## config.mk

```make
export PLATFORM = sky130hd
export DESIGN_NAME = inv_sbox
export DESIGN_NICKNAME = d
export VERILOG_FILES = /design/src/rtl/aes_pkg.sv /design/src/rtl/inv_affine_iso_map.sv /design/src/rtl/inv_sbox.sv
export SDC_FILE = /design/constraint.sdc
export NUM_CORES = 1
export LEC_CHECK = 0
export BUFFER_PORTS_ARGS = -buffer_cell sky130_fd_sc_hd__buf_2
export CORE_MARGIN = 5
export CORE_UTILIZATION = 45
export CTS_CLUSTER_SIZE = 16
export DETAILED_ROUTE_END_ITERATION = 16
export GPL_TIMING_DRIVEN = 1
export HOLD_SLACK_MARGIN = 0.06
export SYNTH_ARGS = -nofsm -noshare
export SYNTH_HDL_FRONTEND = slang
export SYNTH_SLANG_ARGS = --single-unit
```

## constraint.sdc

```tcl
create_clock -name clk -period 3.21 [get_ports clk]
set_input_delay 0.1605 -clock clk [delete_from_list [all_inputs] [get_ports clk]]
set_output_delay 0.1605 -clock clk [all_outputs]
set_load 0.01 [all_outputs]
```

## src/rtl/aes_pkg.sv

```systemverilog
// -----------------------------------------------------------------------------
// aes_pkg
// Shared AES S-box arithmetic, used by both the forward and the inverse S-box.
//   - AFFINE_C          : additive constant of the AES affine transform (0x63)
//   - *_MAT / *_MAP     : GF(2) 8x8 matrices, entry [i] is the row mask that
//                         produces output bit i (out[i] = parity(row & in))
//   - gf4_* functions   : GF(2^4) arithmetic in the tower representation
//                         GF(((2^2)^2)^2): GF(2^2) mod x^2+x+1, GF(2^4) mod
//                         y^2+y+phi (phi = {10}), GF(2^8) mod z^2+z+lambda
//                         (lambda = {1100}).
// No ports (package).
// -----------------------------------------------------------------------------
package aes_pkg;

    localparam logic [7:0] AFFINE_C   = 8'h63;
    localparam logic [3:0] GF4_LAMBDA = 4'hC;

    // Forward AES affine matrix: out[i] = x[i]^x[i+4]^x[i+5]^x[i+6]^x[i+7]
    localparam logic [7:0][7:0] AFFINE_MAT =
        {8'hF8, 8'h7C, 8'h3E, 8'h1F, 8'h8F, 8'hC7, 8'hE3, 8'hF1};

    // Inverse affine matrix: out[i] = x[i+2]^x[i+5]^x[i+7]
    localparam logic [7:0][7:0] INV_AFFINE_MAT =
        {8'h52, 8'h29, 8'h94, 8'h4A, 8'h25, 8'h92, 8'h49, 8'hA4};

    // GF(2^8) polynomial basis -> composite field {high nibble, low nibble}
    localparam logic [7:0][7:0] ISO_MAP =
        {8'hA0, 8'hDE, 8'hAC, 8'hAE, 8'hC6, 8'h9E, 8'h52, 8'h43};

    // Composite field -> GF(2^8) polynomial basis
    localparam logic [7:0][7:0] INV_ISO_MAP =
        {8'hE2, 8'h44, 8'h62, 8'h76, 8'h3E, 8'h9E, 8'h30, 8'h75};

    function automatic logic [7:0] gf2_mat_mul(input logic [7:0][7:0] m,
                                               input logic [7:0]       x);
        logic [7:0] r;
        for (int i = 0; i < 8; i++) begin
            r[i] = ^(m[i] & x);
        end
        return r;
    endfunction

    // GF(2^2) multiply, basis {x, 1}, x^2 = x + 1
    function automatic logic [1:0] gf22_mul(input logic [1:0] a, input logic [1:0] b);
        logic hh;
        hh = a[1] & b[1];
        return {hh ^ (a[1] & b[0]) ^ (a[0] & b[1]), hh ^ (a[0] & b[0])};
    endfunction

    // GF(2^2) multiply by phi = x
    function automatic logic [1:0] gf22_mul_phi(input logic [1:0] a);
        return {a[1] ^ a[0], a[1]};
    endfunction

    function automatic logic [3:0] gf4_mul(input logic [3:0] a, input logic [3:0] b);
        logic [1:0] hh, hl, lh, ll;
        hh = gf22_mul(a[3:2], b[3:2]);
        hl = gf22_mul(a[3:2], b[1:0]);
        lh = gf22_mul(a[1:0], b[3:2]);
        ll = gf22_mul(a[1:0], b[1:0]);
        return {hh ^ hl ^ lh, gf22_mul_phi(hh) ^ ll};
    endfunction

    function automatic logic [3:0] gf4_sq(input logic [3:0] a);
        return {a[3], a[3] ^ a[2], a[2] ^ a[1], a[3] ^ a[1] ^ a[0]};
    endfunction

    // Multiply by lambda; equivalent to gf4_mul(a, GF4_LAMBDA) but pure XORs
    function automatic logic [3:0] gf4_mul_lambda(input logic [3:0] a);
        return {a[2] ^ a[0], a[3] ^ a[2] ^ a[1] ^ a[0], a[3], a[2]};
    endfunction

    // a^-1 = a^14 = a^2 * a^4 * a^8 in a group of order 15; 0 maps to 0
    function automatic logic [3:0] gf4_inv(input logic [3:0] a);
        logic [3:0] a2, a4, a8;
        a2 = gf4_sq(a);
        a4 = gf4_sq(a2);
        a8 = gf4_sq(a4);
        return gf4_mul(gf4_mul(a2, a4), a8);
    endfunction

    // Output affine step of the forward S-box
    function automatic logic [7:0] sbox_fwd_affine(input logic [7:0] x);
        return gf2_mat_mul(AFFINE_MAT, x) ^ AFFINE_C;
    endfunction

endpackage

```

## src/rtl/inv_affine_iso_map.sv

```systemverilog
// -----------------------------------------------------------------------------
// inv_affine_iso_map
// Combinational front end of the inverse S-box: removes the affine constant,
// applies the inverse affine matrix and maps the result into the composite
// field representation.
//   i_byte : ciphertext-domain byte
//   o_iso  : composite-field element {high nibble, low nibble}
// -----------------------------------------------------------------------------
module inv_affine_iso_map (
    input  logic [7:0] i_byte,
    output logic [7:0] o_iso
);
    import aes_pkg::*;

    logic [7:0] w_unmasked;
    logic [7:0] w_pre;

    assign w_unmasked = i_byte ^ AFFINE_C;

    genvar gi;
    generate
        for (gi = 0; gi < 8; gi++) begin : g_bit
            assign w_pre[gi] = ^(INV_AFFINE_MAT[gi] & w_unmasked);
            assign o_iso[gi] = ^(ISO_MAP[gi] & w_pre);
        end
    endgenerate

endmodule

```

## src/rtl/inv_sbox.sv

```systemverilog
// -----------------------------------------------------------------------------
// inv_sbox
// Pipelined AES inverse S-box using composite-field inversion.
// Parameter OUT_REG: 1 = output register stage (latency 6), 0 = none (latency 5)
//   clk       : clock, rising edge
//   rst       : synchronous active-high reset
//   in_valid  : in_byte valid
//   in_ready  : pipeline advances this cycle (input accepted if in_valid)
//   in_byte   : input byte
//   out_valid : out_byte valid
//   out_ready : downstream accepts out_byte
//   out_byte  : InvSbox(in_byte)
// The whole pipeline moves in lockstep on a single advance signal, so a stalled
// output freezes every stage and no beat is lost or duplicated.
// -----------------------------------------------------------------------------
module inv_sbox #(
    parameter int OUT_REG = 1
) (
    input  logic       clk,
    input  logic       rst,
    input  logic       in_valid,
    output logic       in_ready,
    input  logic [7:0] in_byte,
    output logic       out_valid,
    input  logic       out_ready,
    output logic [7:0] out_byte
);
    import aes_pkg::*;

    logic       w_adv;
    logic [7:0] w_iso;

    // S0: composite element split as high, low and high^low
    logic       r_s0_v;
    logic [3:0] r_s0_hi, r_s0_lo, r_s0_hx;
    // S1: d = lambda*high^2 ^ (high^low)*low
    logic       r_s1_v;
    logic [3:0] r_s1_d, r_s1_hi, r_s1_hx;
    // S2: d^-1
    logic       r_s2_v;
    logic [3:0] r_s2_dinv, r_s2_hi, r_s2_hx;
    // S3: inverse nibbles
    logic       r_s3_v;
    logic [3:0] r_s3_oh, r_s3_ol;
    // S4: back in the polynomial basis
    logic       r_s4_v;
    logic [7:0] r_s4_byte;

    inv_affine_iso_map u_map (
        .i_byte (in_byte),
        .o_iso  (w_iso)
    );

    assign w_adv    = !out_valid || out_ready;
    assign in_ready = w_adv;

    always_ff @(posedge clk) begin
        if (rst) begin
            r_s0_v    <= 1'b0;
            r_s0_hi   <= '0;
            r_s0_lo   <= '0;
            r_s0_hx   <= '0;
            r_s1_v    <= 1'b0;
            r_s1_d    <= '0;
            r_s1_hi   <= '0;
            r_s1_hx   <= '0;
            r_s2_v    <= 1'b0;
            r_s2_dinv <= '0;
            r_s2_hi   <= '0;
            r_s2_hx   <= '0;
            r_s3_v    <= 1'b0;
            r_s3_oh   <= '0;
            r_s3_ol   <= '0;
            r_s4_v    <= 1'b0;
            r_s4_byte <= '0;
        end else if (w_adv) begin
            r_s0_v    <= in_valid;
            r_s0_hi   <= w_iso[7:4];
            r_s0_lo   <= w_iso[3:0];
            r_s0_hx   <= w_iso[7:4] ^ w_iso[3:0];

            r_s1_v    <= r_s0_v;
            r_s1_d    <= gf4_mul_lambda(gf4_sq(r_s0_hi)) ^ gf4_mul(r_s0_hx, r_s0_lo);
            r_s1_hi   <= r_s0_hi;
            r_s1_hx   <= r_s0_hx;

            // d = 0 only for the zero element; gf4_inv(0) = 0 carries it to 0x00
            r_s2_v    <= r_s1_v;
            r_s2_dinv <= gf4_inv(r_s1_d);
            r_s2_hi   <= r_s1_hi;
            r_s2_hx   <= r_s1_hx;

            r_s3_v    <= r_s2_v;
            r_s3_oh   <= gf4_mul(r_s2_hi, r_s2_dinv);
            r_s3_ol   <= gf4_mul(r_s2_hx, r_s2_dinv);

            r_s4_v    <= r_s3_v;
            r_s4_byte <= gf2_mat_mul(INV_ISO_MAP, {r_s3_oh, r_s3_ol});
        end
    end

    generate
        if (OUT_REG != 0) begin : g_out_reg
            logic       r_s5_v;
            logic [7:0] r_s5_byte;

            always_ff @(posedge clk) begin
                if (rst) begin
                    r_s5_v    <= 1'b0;
                    r_s5_byte <= '0;
                end else if (w_adv) begin
                    r_s5_v    <= r_s4_v;
                    r_s5_byte <= r_s4_byte;
                end
            end

            assign out_valid = r_s5_v;
            assign out_byte  = r_s5_byte;
        end else begin : g_no_out_reg
            assign out_valid = r_s4_v;
            assign out_byte  = r_s4_byte;
        end
    endgenerate

endmodule

```

# Word level (Yosys, flattened, before mapping)
# Index checks and enable logic that the tools add are counted.
# totals
in_bits	12
reg_bits	66
output_inout_bits	10
# classes
reduce_logical	26
bitwise	182
# ops
op	n
XOR reduction 8 bit	24
bitwise XOR 1 bit	85
bitwise AND 1 bit	79
bitwise XOR 2 bit	15
bitwise XOR 4 bit	2
inverter 4 bit	1
logical NOT 1 bit	1
logical OR 1 bit	1

# Longest topological paths before layout
# Gate-level depths: netlist (run 1).
# depth
depth_word	13
mapped_depth	15

# Hierarchy
# Synthesis (run 1) repeated with hierarchy kept, for this count alone.
# unflattened
cells_unflattened	571
hier_area_um2	4485.6
# by_module_without_submodules
module	cells_each	seq_area_each_um2	area_each_um2	n_inst
inv_sbox	557	1321.3	4329.2	1
inv_affine_iso_map	14	0.0	156.4	1

# Least setup slack after synthesis (run 1)
# Ideal clock, no wire load.
# synth_timing
kind	register to register
start	register r_s1_d[3]
end	register r_s2_dinv[3]
arrival_ns	3.297
synth_period_minus_slack_ns	3.371
n_path_buf	2
slack_ns	-0.161
path_stages_with_launch	16
setup_time_ns	0.073
required_ns	3.137
cell_sequence	dfxtp_1 > buf_4 > inv_1 > ha_1 > buf_2 > inv_1 > ha_1 > inv_1 > ha_1 > xnor2_1 > xnor3_1 > xor2_1 > nor4_1 > a211o_1 > nand2b_1 > o211ai_2
# synth_via
elab_chain_len	13
# synth_lines
element	line	text
start: declaration	inv_sbox.sv:38	logic [3:0] r_s1_d, r_s1_hi, r_s1_hx;
start signal: assignment	inv_sbox.sv:83	r_s1_d <= gf4_mul_lambda(gf4_sq(r_s0_hi)) ^ gf4_mul(r_s0_hx, r_s0_lo);
bitwise XOR 1 bit (3 in series)	aes_pkg.sv:65	return {a[3], a[3] ^ a[2], a[2] ^ a[1], a[3] ^ a[1] ^ a[0]};
bitwise AND 1 bit	aes_pkg.sv:47	return {hh ^ (a[1] & b[0]) ^ (a[0] & b[1]), hh ^ (a[0] & b[0])};
bitwise XOR 1 bit (2 in series)	aes_pkg.sv:47	
bitwise XOR 2 bit (2 in series)	aes_pkg.sv:61	return {hh ^ hl ^ lh, gf22_mul_phi(hh) ^ ll};
bitwise AND 1 bit (on tied branches)	aes_pkg.sv:46, aes_pkg.sv:47	
bitwise XOR 1 bit (2 in series)	aes_pkg.sv:47	
bitwise XOR 2 bit	aes_pkg.sv:61	
bitwise XOR 2 bit *	aes_pkg.sv:61	
end signal: assignment	inv_sbox.sv:89	r_s2_dinv <= gf4_inv(r_s1_d);
end: declaration	inv_sbox.sv:41	logic [3:0] r_s2_dinv, r_s2_hi, r_s2_hx;
# Mark *: on every way between the ends. The rest lies on a longest branch, timed or not.
# A chain may end at the register's enable or synchronous reset.

# Worst setup path after layout (run 1)
# layout_timing
start	register r_s1_d[1]
end	register r_s2_dinv[3]
# The elaborated chain is that of the path after synthesis.

==> metrics, run 1 <==
Worst-Margin Slew 813 ps; Clock Tree Root clkbuf_8; Final ANT Viol Nets 0; Final period util 92.5%; fraction of layout cells with a size suffix above 1 13.5%; DR pass1 iterations 4; GPL Wtd Cong 0.816; most frequent cells in the layout nand2_1 (121), xnor2_1 (70), dfxtp_1 (65), a21oi_1 (58), nor2_1 (39); RSZ-0062 raised after global routing false; vias in the first global route 3159; WL per Instance 13.0 um; Starting Density 45.5%; sequential-to-total area share from yosys stat 31.9%; Area Growth Syn to Fin 10.9%; Pleak 1.76 nW; port buffer count 21; GRT overflow 0; Inserted Clock Buffers 9; combinational power share 64.9%; Critical R2R Capture r_s2_dinv[3]; H-tree depth 3; Syn. warnings 0; sequential group share of total power 19.9%; Worst Setup SP r_s1_d[1]; DPL Wire Length 5700 um; storage element area 0.00132 sq mm; CTS Buffer Depth 2; Post-synth EDFFs 0; cell taking the most area after synthesis dfxtp_1; Total GRT Usage 15.3%; asr flop ratio synth 0%; Worst Setup Start Kind flop; Hold Fails Final Rpt 0; DR iter-0 viols 164; Skew-Pair Late Insertion Delay 340 ps; Primary FF master, synth dfxtp_1; average vias per placed instance 5.13; FMAX 0.337 GHz; TritonCTS clock tree done; Die Width 106 um; worst reg2reg startpoint r_s1_d[1]; Worst slew margin 45.8%; critical path endpoint category flop; die height 106 um; synthesized flop and latch total 66; Worst R2R Path Depth 12; count of final max-slew check failures 0; final WL 8440 um; Post-route DRC 0; Power Internal 3.27 mW; syn_area_per_cell 7.74 sq um; antenna violations before repair 0; CTS sink cnt 66; CP required 3470 ps; fillcell total 865; top cells by area, synth dfxtp_1 (32%), xnor2_1 (15%), nand2_1 (11%); I/O pins 22; status completed; post-layout min period 2970 ps; syn_nets 555; setup tns final 0 ps; power per cell area 1220 mW/mm^2; Mapped Cells 535; R2R Setup Slk 240 ps; most common cell after layout, fill and taps aside nand2_1; Cell variety after synth 42; Worst VDD drop 0.688 mV; Synth Cell Area 0.00414 sq mm; crit path max fanout 5; Max Cap Viol 0; WP data arrival 3230 ps; setup violators final 0; Critical Path Max Stage Delay 440 ps; Multi-input gate area 0.00265 sq mm; core box area 0.00911 sq mm; Die Area 0.0112 sq mm; Clk pwr share 15.3%; Setup WS pre-CTS 93.8 ps; largest delay contributor family on the critical path XOR/XNOR gates; top cell type's share of synthesized area 31.9%; P_sw 2.34 mW; WP buf/inv 2; row cnt 35; end of the critical path r_s2_dinv[3]; Final Worst Setup Slack 239 ps; Fin Clk Skew 9.16 ps; Slowest-stage cell, CP xnor3_2; switching share of power 41.7%; crit-path cells xnor2_2 > inv_1 > ha_1 > inv_1 > ha_1 > nor2b_1 > xnor3_2 > xor2_4 > nor4_1 > a211o_1 > nand2b_1 > o211ai_2; Setup CP Type reg -> reg; layout net count 555; Critical Path Stages 12; worst hold path class in -> reg; clock-pin transition on the worst setup and hold timing paths 80 ps; largest net degree at the start of global routing 52; Vias 3338; first-pass GRT wire length 14400 um; ANT cells 0
[stage by stage]
step	total power, mW	area (sq um)	utilization [%]	hold WS, ps	std cells
floorplan	4.04	4160	-	301	535
global placement	4.58	4310	47.3	412	634
detailed placement	4.68	4310	47.3	413	634
CTS	5.56	4570	50.2	154	651
global route	6.03	4590	50.4	173	651
finish	5.61	4590	50.4	169	651
[per-layer routing]
metal	track usage [%]	wire [um]	vias up
met5	0	0	-
met4	2.96	35	0
met3	4.07	313	4
met2	24.7	3740	56
met1	20.7	4350	1525
li1	-	-	1753
[state kept, by name, summed over array words and instances (netlist names)]
register and cells:
r_s0_hx 4, out_byte 8, out_valid 1, r_s3_ol 4, r_s1_v 1, r_s2_hi 4, r_s2_dinv 4, r_s0_hi 4
r_s0_lo 4, r_s2_hx 4, r_s4_byte 8, r_s1_d 4, r_s1_hi 4, r_s0_v 1, r_s4_v 1, r_s3_oh 4
r_s2_v 1, r_s1_hx 4, r_s3_v 1
[synthesized netlist by cell type, types with 3 or more instances]
master	n
buf_1	4
xnor2_1	71
xnor3_1	4
clkbuf_1	33
nand2_1	121
buf_2	5
nand2b_1	18
mux2i_1	5
xor2_1	17
mux2_2	10
nor2b_1	4
o21ai_0	13
ha_1	8
inv_1	7
nor2_1	39
a21oi_1	58
a211oi_1	16
dfxtp_1	66
a22oi_1	6
a32oi_1	3
[power by group through the flow]
stage / clock [mW] / sequential, mW / combinational [mW]
4_1_cts: 0.880 / 1.11 / 3.57
3_5_place_dp: 0 / 1.13 / 3.55
3_3_place_gp: 0 / 1.13 / 3.45
6_report: 0.856 / 1.12 / 3.64
2_1_floorplan: 0 / 1.04 / 3.00
5_1_grt: 0.917 / 1.14 / 3.98
[worst min path at each step]
| stage | from | endpoint | cells past startpoint |
|---|---|---|---|
| after global routing | in_byte[4] | r_s0_hi[0] | 3 |
| after CTS | in_byte[4] | r_s0_hi[0] | 3 |
| after floorplan | in_valid | r_s0_v | 2 |
| final | in_byte[4] | r_s0_hi[0] | 3 |
| after global placement | in_valid | r_s0_v | 3 |
| after detailed placement | in_valid | r_s0_v | 3 |
[worst register-to-register path: stages (launching register included)]
cell and delay, ps:
dfxtp_1 370, xnor2_2 280, inv_1 140, ha_1 290, inv_1 40, ha_1 300
nor2b_1 160, xnor3_2 440, xor2_4 220, nor4_1 70, a211o_1 300, nand2b_1 160
o211ai_2 150
[area by class of cell]
class | count | area share (%)
Sequential cell | 66 | 28.8
Timing Repair Buffer | 33 | 4.31
Inverter | 8 | 0.654
Clock buffer | 9 | 2.70
Tap cell | 111 | 3.02
Multi-Input combinational cell | 417 | 57.8
Clock inverter | 7 | 2.72
[cells by family after synthesis]
kind of cell | after synthesis | synth area share (%)
AOI/OAI and AO/OA | 108 | 16.2
xor gates and xnor gates | 92 | 20.8
adders and majority gates | 8 | 2.42
buffers and inverters | 52 | 5.14
DFF | 66 | 31.9
muxes | 15 | 3.93
and+or+nand+nor | 194 | 19.6
[repair_timing]
item | in CTS | in global routing
setup endpoints to repair | 0 | 4
buffers inserted | 0 | 0
hold endpoints to repair | 1 | 0
hold buffers | 1 | 0
resized for setup | 0 | 4
No activity file was read; power rests on OpenSTA's default activity.
==> inputs of run 2 (changes only) <==
--- a/config.mk
+++ b/config.mk
@@ -6,6 +6,7 @@
 export NUM_CORES = 1
 export LEC_CHECK = 0
 export BUFFER_PORTS_ARGS = -buffer_cell sky130_fd_sc_hd__buf_2
+export CORE_ASPECT_RATIO = 1.5
 export CORE_MARGIN = 5
 export CORE_UTILIZATION = 45
 export CTS_CLUSTER_SIZE = 16
==> run 2 against run 1 <==
Net effect:
- via count is 1.5% lower
- register-to-register slack hardly changed
- clock power is 16% higher
- setup slack better by 2.1 ps
- global-route usage is 1.0 points higher
==> metrics, run 2 (synthesized netlist as in run 1, its figures left out) <==
status completed; port buffer count 21 (unchanged); setup violators final 0 (unchanged); Pleak 1.78 nW (+1.1%); FMAX 0.337 GHz (about the same); average vias per placed instance 5.06 (-1.3%); most frequent cells in the layout nand2_1 (121), xnor2_1 (70), dfxtp_1 (66), a21oi_1 (58), nor2_1 (39); power per cell area 1230 mW/mm^2 (+0.53%); Post-route DRC 0 (unchanged); Fin Clk Skew 5.45 ps (-3.72 ps); layout net count 554 (-0.18%); first-pass GRT wire length 14900 um (+3.4%); Total GRT Usage 16.3% (+1.0 points); row cnt 43 (+23%); DPL Wire Length 5890 um (+3.3%); largest net degree at the start of global routing 55 (+5.8%); Final ANT Viol Nets 0 (unchanged); critical path endpoint category flop; HP Start in_valid; Skew-Pair Late Insertion Delay 330 ps (about the same); die height 127 um (+20%); crit path max fanout 6 (+1); Clock Tree Root clkbuf_16; CP required 3380 ps (-90 ps); post-layout min period 2970 ps (-2.06 ps); DR iter-0 viols 148 (-9.8%); H-tree depth 3 (unchanged); Worst VDD drop 1.43 mV (+110%); WP data arrival 3140 ps (-90 ps); setup tns final 0 ps (unchanged); Max Cap Viol 0 (unchanged); worst reg2reg startpoint r_s1_d[2]; Die Area 0.0113 sq mm (+0.35%); Worst slew margin 42.2% (-3.6 points); WHS Endpoint r_s0_v; R2R Setup Slk 240 ps (about the same); Worst Setup SP r_s1_d[2]; Area Growth Syn to Fin 12.0%; most common cell after layout, fill and taps aside nand2_1; Die Width 88.3 um (-17%); fraction of layout cells with a size suffix above 1 13.0% (-0.51 points); core box area 0.00915 sq mm (+0.41%); Setup CP Type reg -> reg; Worst-Margin Slew 866 ps (+52.7 ps); WL per Instance 13.3 um (+2.7%); clock-pin transition on the worst setup and hold timing paths 60 ps (-20 ps); antenna violations before repair 0 (unchanged); final WL 8650 um (+2.5%); RSZ-0062 raised after global routing false; hold_buf cts 0 (-1); Setup WS pre-CTS 100 ps (+6.55 ps); Vias 3288 (-1.5%); count of final max-slew check failures 0 (unchanged); worst hold path class in -> reg; CTS sink cnt 66 (unchanged); Starting Density 45.3% (-0.19 points); TritonCTS clock tree done; I/O pins 22 (unchanged); Critical R2R Capture r_s2_dinv[1]; Worst R2R Path Depth 13 (+1); ANT cells 0 (unchanged); Hold Fails Final Rpt 0 (unchanged); GPL Wtd Cong 0.816 (about the same); CTS Buffer Depth 2 (unchanged); Worst Setup Start Kind flop; Final period util 92.5% (about the same); vias in the first global route 3103 (-1.8%); DR pass1 iterations 4 (unchanged); GRT overflow 0 (unchanged); Final Power 5.69 mW (+1.5%); hold path cells 3 (unchanged); Inserted Clock Buffers 9 (unchanged); Final Worst Setup Slack 241 ps (+2.06 ps)
run 2: cell types whose count changed in the layout (fill, tap and decap cells not counted), moves of 2 or more:
cell,change
clkbuf_8,-7
bufinv_16,-2
clkinv_4,-2
clkbuf_16,+9
run 2: where the power goes:
part | switching (mW) | internal (mW) | total (mW) | leakage [nW]
combinational | 1.76 | 1.81 | 3.57 | 1.09
sequential | 0.179 | 0.956 | 1.13 | 0.541
clock | 0.351 | 0.638 | 0.989 | 0.148
total | 2.29 | 3.40 | 5.69 | 1.78
run 2: final cells by class:
type                       instances  area (sq um)
fill                             918          4510
multi-input combinational        417          2650
sequential                        66          1320
clock buffer                      11           253
timing repair buffer              32           188
tap                              112           140
clock inverter                     4          51.3
inverter                           8          30.0
run 2: per-layer routing:
layer  vias up  share of wire, %  routed length [um]  GRT usage (%)
met1      1498                45                3930           20.8
met3         9               2.4                 208           3.29
met2        34                51                4380           27.7
met5         -                 0                   0              0
met4         0               1.5                 132           4.54
li1       1747                 -                   -              -
run 2: metrics by stage:
| stage | instance area, sq um | util [%] | hold WS, ps | std cells |
|---|---|---|---|---|
| finish | 4640 | 50.7 | 86.2 | 650 |
| global route | 4640 | 50.7 | 97.3 | 650 |
| CTS | 4610 | 50.4 | 78.1 | 649 |
| detailed placement | 4310 | 47.1 | 427 | 634 |
| global placement | 4310 | 47.1 | 418 | 634 |
| floorplan | 4160 | - | 301 | 535 |
run 2: worst max-delay path by stage:
| stage | endpoint | slack (ps) | cells after the start |
|---|---|---|---|
| 6_report | r_s2_dinv[1] | 240 | 13 |
| 5_1_grt | r_s2_dinv[2] | 60 | 13 |
| 3_3_place_gp | r_s2_dinv[2] | 170 | 12 |
| 4_1_cts | r_s2_dinv[2] | 80 | 12 |
| 2_1_floorplan | r_s2_dinv[3] | 4 | 15 |
| 3_5_place_dp | r_s2_dinv[2] | 100 | 12 |
run 2: critical path: stages (launching register included):
cell,delay (ps)
dfxtp_1,410
inv_1,130
ha_1,310
inv_1,70
ha_4,300
inv_1,70
ha_1,190
xnor2_1,150
xnor3_2,350
xnor2_1,170
or2_2,320
o311ai_4,70
xnor2_1,170
a211oi_2,90
run 2: timing repair:
item | in CTS | in global routing
setup endpoints to repair | 0 | 3
resized for setup | 0 | 2
buffers inserted | 0 | 1
